===== config.mk =====
export PLATFORM = sky130hd
export DESIGN_NAME = temp_poll_sched
export DESIGN_NICKNAME = d
export VERILOG_FILES = /design/src/rtl/temp_poll_sched.sv
export SDC_FILE = /design/constraint.sdc
export NUM_CORES = 1
export LEC_CHECK = 0
export CORE_MARGIN = 2
export CORE_UTILIZATION = 35
export DETAILED_ROUTE_END_ITERATION = 16
export SLEW_MARGIN = 20
export SYNTH_ARGS = -nofsm -noshare
export SYNTH_HDL_FRONTEND = slang
export SYNTH_SLANG_ARGS = --single-unit

===== constraint.sdc =====
create_clock -name clk -period 2.8 [get_ports clk]
set_input_delay 0.42 -clock clk [delete_from_list [all_inputs] [get_ports clk]]
set_output_delay 0.42 -clock clk [all_outputs]
set_load 0.02 [all_outputs]

===== src/rtl/temp_poll_sched.sv =====
// Periodic poll scheduler for the 1-wire temperature reader. Each conversion
// starts with a reset pulse to the reader, then waits for the rising edge of
// done or a timeout. Good results are latched and checked against alarm
// thresholds with hysteresis. Consecutive timeouts are counted.
module temp_poll_sched #(
  parameter int unsigned DATA_W      = 16,
  parameter int unsigned RST_CYC     = 13,
  parameter int unsigned PERIOD_CYC  = 125000000,
  parameter int unsigned TIMEOUT_CYC = 250000000,
  parameter int unsigned HYST        = 4,
  parameter int unsigned ERR_MAX     = 3
) (
  input  logic              clk,
  input  logic              rst,
  input  logic              en,
  input  logic              force_req,
  input  logic [DATA_W-1:0] thr_hi,
  input  logic [DATA_W-1:0] thr_lo,
  output logic              sens_rst,
  input  logic              sens_done,
  input  logic [DATA_W-1:0] sens_data,
  output logic [DATA_W-1:0] temp_val,
  output logic              temp_stb,
  output logic              alarm_hi,
  output logic              alarm_lo,
  output logic              timeout_stb,
  output logic [7:0]        err_cnt,
  output logic              fault,
  output logic              busy
);

  // Two guard bits so that threshold +/- hysteresis cannot overflow.
  localparam int unsigned XW = DATA_W + 2;
  localparam logic signed [XW-1:0] HystX    = XW'(HYST);
  localparam logic [31:0]          PerLast  = 32'(PERIOD_CYC - 1);
  localparam logic [31:0]          TmoLast  = 32'(TIMEOUT_CYC - 1);
  localparam logic [31:0]          KickLast = 32'(RST_CYC - 1);

  typedef enum logic [2:0] {StIdle, StKick, StWait, StLatch, StTout, StGap} state_e;

  state_e            state_q, state_d;
  logic [31:0]       per_q, per_d;
  logic [31:0]       tmo_q, tmo_d;
  logic              done_q;
  logic [DATA_W-1:0] temp_q, temp_d;
  logic              temp_stb_q, temp_stb_d;
  logic              alarm_hi_q, alarm_hi_d;
  logic              alarm_lo_q, alarm_lo_d;
  logic [7:0]        err_q, err_d;
  logic              fault_q, fault_d;

  logic                 done_rise;
  logic signed [XW-1:0] val_x, thr_hi_x, thr_lo_x, hi_rel, lo_rel;

  assign done_rise = sens_done & ~done_q;
  assign val_x     = $signed({{2{sens_data[DATA_W-1]}}, sens_data});
  assign thr_hi_x  = $signed({{2{thr_hi[DATA_W-1]}}, thr_hi});
  assign thr_lo_x  = $signed({{2{thr_lo[DATA_W-1]}}, thr_lo});
  assign hi_rel    = thr_hi_x - HystX;
  assign lo_rel    = thr_lo_x + HystX;

  // Next-state decode.
  always_comb begin
    state_d = state_q;
    unique case (state_q)
      StIdle:  if (en || force_req) state_d = StKick;
      StKick:  if (tmo_q == KickLast) state_d = StWait;
      StWait: begin
        if (done_rise)             state_d = StLatch;
        else if (tmo_q == TmoLast) state_d = StTout;
      end
      StLatch: state_d = StGap;
      StTout:  state_d = StGap;
      StGap: begin
        if (force_req)             state_d = StKick;
        else if (per_q == PerLast) state_d = en ? StKick : StIdle;
      end
      default: state_d = StIdle;
    endcase
  end

  // Counters: period restarts on KICK entry; tmo_q times both KICK and WAIT.
  always_comb begin
    per_d = per_q;
    tmo_d = tmo_q;
    if (state_d == StKick && state_q != StKick) per_d = '0;
    else if (per_q != PerLast)                  per_d = per_q + 32'd1;
    if (state_d != state_q)                                tmo_d = '0;
    else if (state_q == StKick || state_q == StWait)       tmo_d = tmo_q + 32'd1;
  end

  // Result, alarm and error-count updates in LATCH / TOUT.
  always_comb begin
    temp_d     = temp_q;
    temp_stb_d = 1'b0;
    alarm_hi_d = alarm_hi_q;
    alarm_lo_d = alarm_lo_q;
    err_d      = err_q;
    fault_d    = fault_q;
    if (state_q == StLatch) begin
      temp_d     = sens_data;
      temp_stb_d = 1'b1;
      err_d      = '0;
      fault_d    = 1'b0;
      if (val_x > thr_hi_x)    alarm_hi_d = 1'b1;
      else if (val_x < hi_rel) alarm_hi_d = 1'b0;
      if (val_x < thr_lo_x)    alarm_lo_d = 1'b1;
      else if (val_x > lo_rel) alarm_lo_d = 1'b0;
    end else if (state_q == StTout) begin
      err_d   = (err_q == 8'hFF) ? err_q : err_q + 8'd1;
      fault_d = (({24'd0, err_q} + 32'd1) >= ERR_MAX);
    end
  end

  // State and datapath registers.
  always_ff @(posedge clk or negedge rst) begin
    if (!rst) begin
      state_q    <= StIdle;
      per_q      <= '0;
      tmo_q      <= '0;
      done_q     <= 1'b0;
      temp_q     <= '0;
      temp_stb_q <= 1'b0;
      alarm_hi_q <= 1'b0;
      alarm_lo_q <= 1'b0;
      err_q      <= '0;
      fault_q    <= 1'b0;
    end else begin
      state_q    <= state_d;
      per_q      <= per_d;
      tmo_q      <= tmo_d;
      done_q     <= sens_done;
      temp_q     <= temp_d;
      temp_stb_q <= temp_stb_d;
      alarm_hi_q <= alarm_hi_d;
      alarm_lo_q <= alarm_lo_d;
      err_q      <= err_d;
      fault_q    <= fault_d;
    end
  end

  // Decoded from the state register so async reset drops them at once.
  assign sens_rst    = (state_q == StKick);
  assign timeout_stb = (state_q == StTout);
  assign busy        = (state_q != StIdle) && (state_q != StGap);
  assign temp_val    = temp_q;
  assign temp_stb    = temp_stb_q;
  assign alarm_hi    = alarm_hi_q;
  assign alarm_lo    = alarm_lo_q;
  assign err_cnt     = err_q;
  assign fault       = fault_q;

endmodule


======== After elaboration in Yosys (flattened, before gate mapping) ========
Index checks and enable logic that the tools add are counted.
storage, ports and cells
  register bits ........................... 96
  output and inout port bits .............. 31
  bits of input ports ..................... 53
  logic and storage cells ................. 75
cells by class
  equality and inequality tests ........... 15
  add/subtract/negate cells ............... 6
  bitwise logic cells ..................... 2
  magnitude comparators ................... 5
  reduce and logical (&&, ||, !) cells .... 15
  multiplexer cells ....................... 22
operators by type and width
  kind                                                      count
  two-way mux 32 bit                                        4
  adder 32 x 1 -> 32 bit (second input constant)            2
  equality test 32 x 27 -> 1 bit (second input constant)    1
  equality test 32 x 28 -> 1 bit (second input constant)    1
  equality test 32 x 4 -> 1 bit (second input constant)     1
  inequality test 32 x 27 -> 1 bit (second input constant)  1
  two-way mux 8 bit                                         3
  two-way mux 3 bit                                         6
  adder 16 x 4 -> 17 bit (second input constant)            1
  greater-than comparator 16 x 17 -> 1 bit                  1
  < comparator 16 x 17 -> 1 bit                             1
  subtractor 16 x 4 -> 17 bit (second input constant)       1
  greater-than comparator 16 bit                            1
  < comparator 16 bit                                       1
  case mux 3 bit (5 select lines)                           1
  nonzero test 2 bit                                        5
  adder 8 x 1 -> 9 bit (second input constant)              1
  >= comparator 9 x 2 -> 1 bit (second input constant)      1
  adder 8 x 1 -> 8 bit (second input constant)              1
  equality test 8 bit (second input constant)               1
  two-way mux 1 bit                                         8
  equality test 3 x 1 -> 1 bit (second input constant)      2
  equality test 3 x 2 -> 1 bit (second input constant)      2
  equality test 3 bit (second input constant)               2
  12 further kinds                                          16

======== Longest topological paths before layout ========
Gate-level depths: netlist of the first run.
  word-level depth ........................ 7
  mapped depth ............................ 12
  mapped depth without buffers ............ 12

======== Worst setup path after synthesis of the first run ========
OpenSTA, ideal clock, no wires.
  kind .................................... input -> register
  from .................................... input port thr_hi[7]
  to ...................................... register alarm_hi_q, in the netlist alarm_hi
  buffers on the path ..................... 0
  setup time .............................. 134 ps
  required time ........................... 2666 ps
  arrival time ............................ 2659 ps
  stages .................................. 11
  slack ................................... 7 ps
  cell sequence ........................... or4_1 > or3_1 > nor3_2 > nand2_1 > nor3_1 > xnor2_1 > ha_1 > a21oi_1 > o2111ai_1 > o21ai_0 > o211ai_1
between the ends
  cells in the longest elaborated chain, start to end .. 4
  elaborated cells on any way between the ends .. 6
  those cells by class .................... 1 x add/sub; 2 x order compare; 1 x mux; 2 x reduce/logical
ends and longest elaborated chain
  element                        line  source
  start, declared                17    input logic [DATA_W-1:0] thr_hi,
  subtractor 16 x 4 -> 17 bit    59    assign hi_rel = thr_hi_x - HystX;
  < comparator 16 x 17 -> 1 bit  106   else if (val_x < hi_rel) alarm_hi_d = 1'b0;
  nonzero test 2 bit (no line)   n/a
  AND reduction 2 bit (no line)  n/a
  end signal, assigned           135   alarm_hi_q <= alarm_hi_d;
  end, declared                  47    logic alarm_hi_q, alarm_hi_d;
Several ways; a longest one is shown, not always the timed one.
A chain may end at the register's enable or synchronous reset.

======== Final worst setup path of the first run ========
Same ends and word-level chain as after synthesis.

==> impl_metrics.json, run 1 <==
{
  "area_growth_pct": 26.6,
  "setup.worst_path.class": "in -> reg",
  "hold_ws_ps": 32.5,
  "reg2reg_setup_slack_ps": 330,
  "syn_inst": 780,
  "place_hpwl_um": 13200,
  "cts-buffers-inserted": 9,
  "grt_first_pass_wirelength_um": 28900,
  "globalRouteOverflowTotal": 0,
  "detailedPlace.worstSlack_ps": -551,
  "final-instance-count-excl-fill": 1173,
  "synth.cell_area_mm2": 0.00682,
  "worst-r2r-cell-count": 7,
  "drv_slew": 0,
  "chipHeight_um": 144,
  "synth_edf_count": 0,
  "reg_clk_slew_reported_paths_ps": 70,
  "finalHoldViolations": 0,
  "fillers": 1916,
  "diodes": 0,
  "rr_endpoint": "per_q[9]$_DFFE_PN0P_",
  "worst_clock_skew_ps": 8.10,
  "crit_path_required_time_ps": 3030,
  "number_of_cells_after_detailed_placement": 1155,
  "synth_top_cells_by_count": "103 x sky130_fd_sc_hd__nor2_1, 96 x sky130_fd_sc_hd__dfrtp_1, 84 x sky130_fd_sc_hd__nand2_1, 69 x sky130_fd_sc_hd__ha_1, 58 x sky130_fd_sc_hd__xnor2_1",
  "synth-warning-count": 0,
  "run_status": "completed",
  "post-route-util": 0.448,
  "critical_path.reg2reg.startpoint": "per_q[6]$_DFFE_PN0P_",
  "synth_top_area_share": 0.352,
  "synth_async_sr_flop_share": 1.00,
  "power_density_mw_per_mm2": 559,
  "cp-end-kind": "flip-flop",
  "synth_top_flop_cell": "sky130_fd_sc_hd__dfrtp_1",
  "firstDrtPassIters": 4,
  "timing.final.ws_setup_ps": 179,
  "routedWlPerCell_um": 14.6,
  "synth_area_leaders": "sky130_fd_sc_hd__dfrtp_1 35%, sky130_fd_sc_hd__ha_1 13%, sky130_fd_sc_hd__xnor2_1 7.4%",
  "leakagePower_nw": 3.93,
  "drc": 0,
  "first_iter_violations": 268,
  "clk_latency_ps": 360,
  "boundaryPins": 84,
  "fp-row-count": 51,
  "yosys_register_bits": 96,
  "post-route-period-util": 0.936,
  "seq_area_mm2": 0.00240,
  "largest_net_degree_at_the_start_of_global_routing": 61,
  "die-width_um": 144,
  "root_buffer": "sky130_fd_sc_hd__clkbuf_16",
  "cts-htree-levels": 3,
  "maxClockFrequency_ghz": 0.382,
  "hold_path.class": "in -> async",
  "coreArea_mm2": 0.0193,
  "gr-usage-all-layers": 0.176,
  "power.total_mw": 4.82,
  "final_period_minus_worst_setup_slack_ps": 2620,
  "yosysMostFrequentCell": "sky130_fd_sc_hd__nor2_1",
  "yosysSeqAreaShare": 0.352,
  "tightestPinTransition_ps": 618,
  "hold_buffers": 0,
  "drv.max_cap_violation_count": 0,
  "first_global_vias": 5920,
  "timing.slew.headroom": 0.584,
  "syn_area_per_cell_um2": 8.75,
  "buffer_ports.inserted": 83,
  "cp-start-kind": "input port",
  "synth.lib_cells_used.distinct": 60,
  "setup_viol_count_final": 0,
  "unrepaired_setup_endpoints_after_global_routing": "yes",
  "multiInputGateArea_mm2": 0.00420,
  "tritoncts": "yes",
  "clock-sinks": 96,
  "syn-num-nets": 902,
  "numnets_final": 1025,
  "ir_drop_mv": 0.339,
  "drive_gt1_frac": 0.107,
  "vias_per_cell": 4.99,
  "antenna_violating_nets_post_route": 0,
  "routed_wl_um": 17200,
  "dr_total_vias": 5858,
  "synth_top_area_cell": "sky130_fd_sc_hd__dfrtp_1",
  "clock_path_buffers": 2,
  "path_max_fanout": 2,
  "initial_core_util": 0.354,
  "timing.critical_path.slowest_cell_delay_ps": 480,
  "die_area_mm2": 0.0206,
  "cpMostUsedCell": "sky130_fd_sc_hd__a21oi_1",
  "critPathSlowestCell": "sky130_fd_sc_hd__or4_4",
  "worst_ep_arrival_time_ps": 2850,
  "path_cells": "clkdlybuf4s15_1 > or4_4 > or3_4 > buf_4 > nor4_4 > xnor2_1 > ha_1 > a21o_1 > a21oi_1 > a21oi_1 > o21ai_1 > o211ai_1",
  "grt_antenna_before_repair": 1,
  "routabilityCongestion": 0.921
}
## how the worst max path moves through the flow
stage	depth (start not counted)	slack (ps)	from	end
floorplan	11	7	thr_hi[7]	alarm_hi$_DFFE_PN0P_
global placement	12	-500	thr_hi[7]	alarm_hi$_DFFE_PN0P_
detailed placement	12	-550	thr_hi[7]	alarm_hi$_DFFE_PN0P_
CTS	13	20	thr_lo[2]	alarm_lo$_DFFE_PN0P_
global route	12	3	thr_hi[7]	alarm_hi$_DFFE_PN0P_
finish	12	180	thr_hi[7]	alarm_hi$_DFFE_PN0P_
## kinds of logic after synthesis
group / count (synthesis) / share of synthesized area
and+or+nand+nor: 367 / 0.273
DFF: 96 / 0.352
xor gates and xnor gates: 95 / 0.122
AOI/OAI and AO/OA: 83 / 0.0818
buffers and inverters: 70 / 0.0440
adders and majority gates: 69 / 0.127
## through the flow
step                      cell area, um^2  setup TNS [ps]
after CTS                            8580               0
final                                8640               0
after global placement               8250            -767
after global routing                 8640               0
after floorplan                      6820               0
after detailed placement             8250            -904
## metal layers
metal	vias to the layer above	share of wire	routed length (um)	global-route usage
li1	2960	-	-	-
met1	2762	0.47	8120	0.228
met2	112	0.47	8050	0.297
met3	24	0.040	684	0.0350
met4	0	0.018	315	0.0495
met5	-	0	0	0
## flip-flops by register name, indices dropped and copies added, names as in the netlist
name	cells
temp_val	16
temp_stb	1
err_cnt	8
tmo_q	32
per_q	32
alarm_lo	1
done_q	1
alarm_hi	1
state_q	3
fault	1
## layout by cell type (no fill, tap or decap), types with 5 or more instances in the layout
| master | n |
|---|---|
| sky130_fd_sc_hd__nand2_1 | 82 |
| sky130_fd_sc_hd__a21o_1 | 13 |
| sky130_fd_sc_hd__a31oi_1 | 6 |
| sky130_fd_sc_hd__and4_1 | 5 |
| sky130_fd_sc_hd__nor4_1 | 19 |
| sky130_fd_sc_hd__xnor2_1 | 58 |
| sky130_fd_sc_hd__nor4b_1 | 8 |
| sky130_fd_sc_hd__and3_1 | 15 |
| sky130_fd_sc_hd__nand3_1 | 41 |
| sky130_fd_sc_hd__a21oi_1 | 14 |
| sky130_fd_sc_hd__buf_4 | 47 |
| sky130_fd_sc_hd__nor3_1 | 17 |
| sky130_fd_sc_hd__nor2_1 | 103 |
| sky130_fd_sc_hd__dfrtp_1 | 96 |
| sky130_fd_sc_hd__o21ai_0 | 19 |
| sky130_fd_sc_hd__clkbuf_16 | 9 |
| sky130_fd_sc_hd__inv_1 | 50 |
| sky130_fd_sc_hd__nor2b_1 | 8 |
| sky130_fd_sc_hd__nand4_1 | 27 |
| sky130_fd_sc_hd__xor2_1 | 37 |
| sky130_fd_sc_hd__a211oi_1 | 5 |
| sky130_fd_sc_hd__ha_1 | 69 |
| sky130_fd_sc_hd__clkdlybuf4s50_1 | 74 |
## timing repair
action	4_1_cts	5_1_grt
setup buffers	1	1
gates resized for setup	11	19
setup endpoints to repair	1	2
pin swaps	9	17
## report_power, final
part / leakage [nW] / switching, mW / internal [mW]
clock: 0.145 / 0.588 / 0.668
combinational: 2.52 / 0.943 / 0.802
sequential: 1.27 / 0.210 / 1.61
## critical path, delay by kind of cell
family / cells / cell delay (ps)
compound gates: 5 / 620
simple gates: 3 / 1050
buf+inv: 2 / 340
xor+xnor: 1 / 150
fa+ha+maj: 1 / 260
## area by class of cell
class,count,share of cell area
Timing Repair Buffer,131,0.140
Multi-Input combinational cell,614,0.486
Tap cell,265,0.0384
Sequential cell,96,0.278
Inverter,51,0.0222
Clock buffer,11,0.0293
Clock inverter,5,0.00522
Note: power is estimated with default switching activity, not from simulation.
==> run 2, diff against run 1 <==
- CORE_MARGIN: 2 -> 4
- SLEW_MARGIN: 20 -> default
==> run 2 against run 1 <==
Against the previous run: count of clock-buffer cells in the layout is 2 lower; non-clock buffer count stayed put; first-iteration DRC count is 5.2% lower; design area is 0.32% lower; core utilization is 0.60 points higher; critical path depth stayed put; worst hold slack better by 85 ps; critical endpoint unchanged; cell count is 0.43% lower; maximum frequency is 0.59% lower; sequential power hardly changed; global-route usage is 1.4 points lower; total power is 0.41% lower.
==> impl_metrics.json, run 2 (synthesized netlist as in run 1, its figures left out) <==
{
  "cp-end-kind": "flip-flop",
  "clock-sinks": 96,
  "hold_path.class": "in -> async",
  "die-width_um": 148,
  "timing.final.ws_setup_ps": 164,
  "run_status": "completed",
  "sequentialPowerShare": 0.381,
  "power_frac_clock": 0.252,
  "grt_antenna_before_repair": 0,
  "power_density_mw_per_mm2": 558,
  "tritoncts": "yes",
  "dr_total_vias": 5868,
  "place_hpwl_um": 13300,
  "hold_buffers": 0,
  "first_global_vias": 5835,
  "cp-start-kind": "input port",
  "post-route-period-util": 0.942,
  "area_growth_pct": 26.2,
  "cts-buffers-inserted": 9,
  "vias_per_cell": 5.02,
  "buffer_ports.inserted": 83,
  "gr-usage-all-layers": 0.162,
  "grt_first_pass_wirelength_um": 28900,
  "fillers": 1845,
  "finalHoldViolations": 0,
  "maxClockFrequency_ghz": 0.379,
  "chipHeight_um": 148,
  "setup_viol_count_final": 0,
  "clock_path_buffers": 2,
  "cellInternalPower_mw": 3.05,
  "p_sw_frac": 0.365,
  "routed_wl_um": 17100,
  "firstDrtPassIters": 4,
  "worst-r2r-cell-count": 7,
  "routedWlPerCell_um": 14.7,
  "initial_core_util": 0.360,
  "path_max_fanout": 3,
  "clk_latency_ps": 350,
  "first_iter_violations": 254,
  "largest_net_degree_at_the_start_of_global_routing": 58,
  "detailedPlace.worstSlack_ps": -501,
  "drv_slew": 0,
  "final_period_minus_worst_setup_slack_ps": 2640,
  "rr_endpoint": "per_q[7]$_DFFE_PN0P_",
  "drc": 0,
  "tightestPinTransition_ps": 739,
  "reg_clk_slew_reported_paths_ps": 70,
  "drive_gt1_frac": 0.102,
  "globalRouteOverflowTotal": 0,
  "p_switching_mw": 1.75,
  "post-route-util": 0.454,
  "ir_drop_mv": 0.318,
  "die_area_mm2": 0.0218,
  "power.total_mw": 4.80,
  "drv.max_cap_violation_count": 0,
  "worst_clock_skew_ps": 15.1,
  "power_frac_comb": 0.366,
  "critical_path.reg2reg.startpoint": "per_q[6]$_DFFE_PN0P_",
  "root_buffer": "sky130_fd_sc_hd__clkbuf_16",
  "worst_ep_arrival_time_ps": 2860,
  "setup.worst_path.class": "in -> reg",
  "crit_path_required_time_ps": 3020,
  "most-common-layout-cells": "103 x sky130_fd_sc_hd__nor2_1, 96 x sky130_fd_sc_hd__dfrtp_1, 83 x sky130_fd_sc_hd__nand2_1, 78 x sky130_fd_sc_hd__clkdlybuf4s50_1, 69 x sky130_fd_sc_hd__ha_1",
  "boundaryPins": 84,
  "diodes": 0,
  "fp-row-count": 50,
  "reg2reg_setup_slack_ps": 360,
  "antenna_violating_nets_post_route": 0,
  "layout_commonest_cell": "sky130_fd_sc_hd__nor2_1",
  "coreArea_mm2": 0.0190,
  "routabilityCongestion": 0.859,
  "unrepaired_setup_endpoints_after_global_routing": "yes",
  "timing.slew.headroom": 0.507,
  "numnets_final": 1025,
  "leakagePower_nw": 3.87,
  "cts-htree-levels": 3,
  "cts_setup_buffers": 0
}
run 2: cell types whose count changed in the layout (fill, tap and decap cells not counted), sizes merged:
cell,delta
inv,-1
clkdlybuf4s15,-1
dlymetal6s2s,-4
clkinvlp,+1
dlygate4sd2,+3
clkinv,+2
clkdlybuf4s50,+4
clkbuf,-4
run 2: through the flow:
stage	TNS [ps]	cells	instance area, um^2	hold WS (ps)
final	0	1168	8610	117
after global routing	-8.00	1168	8610	204
after CTS	0	1168	8590	162
after detailed placement	-776	1152	8270	470
after global placement	-719	1152	8270	461
after floorplan	0	780	6820	124
run 2: how the worst max path moves through the flow:
stage	depth (start not counted)	startpoint	slack [ps]	to
finish	12	thr_hi[4]	160	alarm_hi$_DFFE_PN0P_
global route	12	thr_lo[9]	-7	alarm_lo$_DFFE_PN0P_
CTS	12	thr_hi[4]	50	alarm_hi$_DFFE_PN0P_
detailed placement	12	thr_hi[7]	-500	alarm_hi$_DFFE_PN0P_
global placement	12	thr_hi[7]	-490	alarm_hi$_DFFE_PN0P_
floorplan	11	thr_hi[7]	7	alarm_hi$_DFFE_PN0P_
run 2: power by group through the flow:
stage          clock network (mW)  registers, mW  logic [mW]
2_1_floorplan                   0           1.99       0.845
3_3_place_gp                    0           1.85        1.76
3_5_place_dp                    0           1.85        1.78
4_1_cts                      1.25           1.83        1.79
5_1_grt                      1.32           1.87        1.96
6_report                     1.21           1.83        1.76
run 2: cell type report:
class | instances | area (um^2) | area share
Multi-Input combinational cell | 614 | 4170 | 0.485
Sequential cell | 96 | 2400 | 0.279
Timing Repair Buffer | 131 | 1220 | 0.142
Tap cell | 260 | 325 | 0.0378
Clock buffer | 9 | 225 | 0.0262
Inverter | 51 | 191 | 0.0222
Clock inverter | 7 | 71.3 | 0.00828
run 2: what timing repair did:
action / 4_1_cts / 5_1_grt
pin swaps: 10 / 8
setup endpoints to repair: 1 / 2
cloned: 0 / 0
gates resized for setup: 10 / 5
run 2: worst max-delay path, stage by stage:
cell	delay, ps
sky130_fd_sc_hd__dlygate4sd2_1	240
sky130_fd_sc_hd__or4_4	530
sky130_fd_sc_hd__or3_4	380
sky130_fd_sc_hd__nor3_4	150
sky130_fd_sc_hd__nand2_2	100
sky130_fd_sc_hd__nor3_4	130
sky130_fd_sc_hd__xnor2_1	140
sky130_fd_sc_hd__ha_1	270
sky130_fd_sc_hd__a21oi_2	120
sky130_fd_sc_hd__o2111ai_1	130
sky130_fd_sc_hd__o21ai_1	150
sky130_fd_sc_hd__o211ai_1	100
run 2: layer usage:
layer	GRT usage	vias up	routed length (um)
met2	0.274	97	8250
met3	0.0319	20	650
li1	-	2974	-
met4	0.0508	0	299
met1	0.209	2777	7940
met5	0	-	0
==> run 3, diff against run 2 <==
- RECOVER_POWER: default -> 100
==> run 3 against run 2 <==
Against the previous run: design area is 0.52% lower; critical path depth stayed put; total power is 1.7% lower; cell count stayed put; largest cell class unchanged; combinational power is 5% lower; non-clock buffer count stayed put; wire length hardly changed; highest routed layer unchanged.
==> impl_metrics.json, run 3 (synthesized netlist as in run 1, its figures left out) <==
{
  "crit_path_required_time_ps": 3020,
  "routedWlPerCell_um": 14.7,
  "clock-sinks": 96,
  "grt_antenna_before_repair": 0,
  "worst_ep_arrival_time_ps": 2860,
  "setup.worst_path.class": "in -> reg",
  "cp-end-kind": "flip-flop",
  "fp-row-count": 50,
  "cp-start-kind": "input port",
  "gr-usage-all-layers": 0.162,
  "antenna_violating_nets_post_route": 0,
  "rr_endpoint": "tmo_q[31]$_DFFE_PN0P_",
  "cp_top_family": "simple AND/OR/NAND/NOR gates",
  "cts-buffers-inserted": 9,
  "hold_buffers": 0,
  "final-instance-count-excl-fill": 1168,
  "coreArea_mm2": 0.0190,
  "tightestPinTransition_ps": 1400,
  "leakagePower_nw": 3.88,
  "drive_gt1_frac": 0.0947,
  "die-width_um": 148,
  "worst-r2r-cell-count": 7,
  "globalRouteOverflowTotal": 0,
  "cts_setup_buffers": 0,
  "chipHeight_um": 148,
  "die_area_mm2": 0.0218,
  "drc": 0,
  "firstDrtPassIters": 4,
  "setup_viol_count_final": 0,
  "layout_commonest_cell": "sky130_fd_sc_hd__nor2_1",
  "cp.buffers_inverters": 1,
  "cts-htree-levels": 3,
  "place_hpwl_um": 13300,
  "reg2reg_setup_slack_ps": 270,
  "critical_path.reg2reg.startpoint": "tmo_q[7]$_DFFE_PN0P_",
  "post-route-util": 0.452,
  "first_iter_violations": 268,
  "routabilityCongestion": 0.859,
  "buffer_ports.inserted": 83,
  "run_status": "completed",
  "routed_wl_um": 17100,
  "root_buffer": "sky130_fd_sc_hd__clkbuf_16",
  "largest_net_degree_at_the_start_of_global_routing": 58,
  "worst_clock_skew_ps": 15.6,
  "reg_clk_slew_reported_paths_ps": 70,
  "first_global_vias": 5835,
  "critPathSlowestCell": "sky130_fd_sc_hd__or4_4",
  "hold_ws_ps": 378,
  "timing.critical_path.slowest_cell_delay_ps": 530,
  "maxClockFrequency_ghz": 0.379,
  "clock_path_buffers": 2,
  "grt_first_pass_wirelength_um": 28900,
  "timing.slew.headroom": 0.0647,
  "cpMostUsedCell": "sky130_fd_sc_hd__nor3_4",
  "power.total_mw": 4.72,
  "power_density_mw_per_mm2": 551,
  "dr_total_vias": 5865,
  "final_period_minus_worst_setup_slack_ps": 2640,
  "clk_latency_ps": 350,
  "number_of_cells_after_detailed_placement": 1152,
  "initial_core_util": 0.360,
  "ir_drop_mv": 0.293,
  "unrepaired_setup_endpoints_after_global_routing": "yes",
  "path_max_fanout": 3,
  "vias_per_cell": 5.02,
  "finalHoldViolations": 0,
  "tritoncts": "yes",
  "path_cells": "dlygate4sd2_1 > or4_4 > or3_4 > nor3_4 > nand2_2 > nor3_4 > xnor2_1 > ha_1 > a21oi_2 > o2111ai_1 > o21ai_1 > o211ai_1",
  "post-route-period-util": 0.942,
  "area_growth_pct": 25.6,
  "diodes": 0,
  "most-common-layout-cells": "106 x sky130_fd_sc_hd__nor2_1, 96 x sky130_fd_sc_hd__dfrtp_1, 83 x sky130_fd_sc_hd__nand2_1, 69 x sky130_fd_sc_hd__ha_1, 58 x sky130_fd_sc_hd__xnor2_1",
  "hold_path.class": "in -> async",
  "boundaryPins": 84,
  "drv_slew": 0,
  "drv.max_cap_violation_count": 0,
  "numnets_final": 1025
}
run 3: metal layers:
| layer | track usage | routed length, um | vias up |
|---|---|---|---|
| met5 | 0 | 0 | - |
| met4 | 0.0508 | 316 | 0 |
| met3 | 0.0319 | 607 | 21 |
| met2 | 0.274 | 8250 | 96 |
| met1 | 0.209 | 7960 | 2777 |
| li1 | - | - | 2971 |
run 3: power breakdown:
group / internal, mW / switching, mW / total [mW]
registers: 1.61 / 0.213 / 1.83
logic: 0.741 / 0.943 / 1.68
clock network: 0.627 / 0.585 / 1.21
run 3: worst max-delay path by stage:
stage | startpoint | depth (start not counted) | slack (ps) | end
floorplan | thr_hi[7] | 11 | 7 | alarm_hi$_DFFE_PN0P_
detailed placement | thr_hi[7] | 12 | -500 | alarm_hi$_DFFE_PN0P_
global placement | thr_hi[7] | 12 | -490 | alarm_hi$_DFFE_PN0P_
CTS | thr_hi[4] | 12 | 50 | alarm_hi$_DFFE_PN0P_
finish | thr_hi[4] | 12 | 160 | alarm_hi$_DFFE_PN0P_
global route | thr_lo[9] | 12 | -7 | alarm_lo$_DFFE_PN0P_
run 3: timing repair:
item,4_1_cts,5_1_grt
pin swaps,10,8
hold endpoints to repair,0,0
gates resized for setup,10,5
setup endpoints to repair,1,2
run 3: stage by stage:
stage	cell area (um^2)	TNS, ps	setup WS, ps
2_1_floorplan	6820	0	7.41
3_3_place_gp	8270	-719	-490
3_5_place_dp	8270	-776	-501
4_1_cts	8590	0	45.3
5_1_grt	8560	-8.00	-6.69
6_report	8560	0	163
run 3: final cells by class:
| type | instances | area, um^2 |
|---|---|---|
| Multi-Input combinational cell | 614 | 4160 |
| Clock buffer | 9 | 225 |
| Timing Repair Buffer | 131 | 1190 |
| Sequential cell | 96 | 2400 |
| Fill cell | 1853 | 10400 |
| Clock inverter | 7 | 71.3 |
| Inverter | 51 | 191 |
| Tap cell | 260 | 325 |
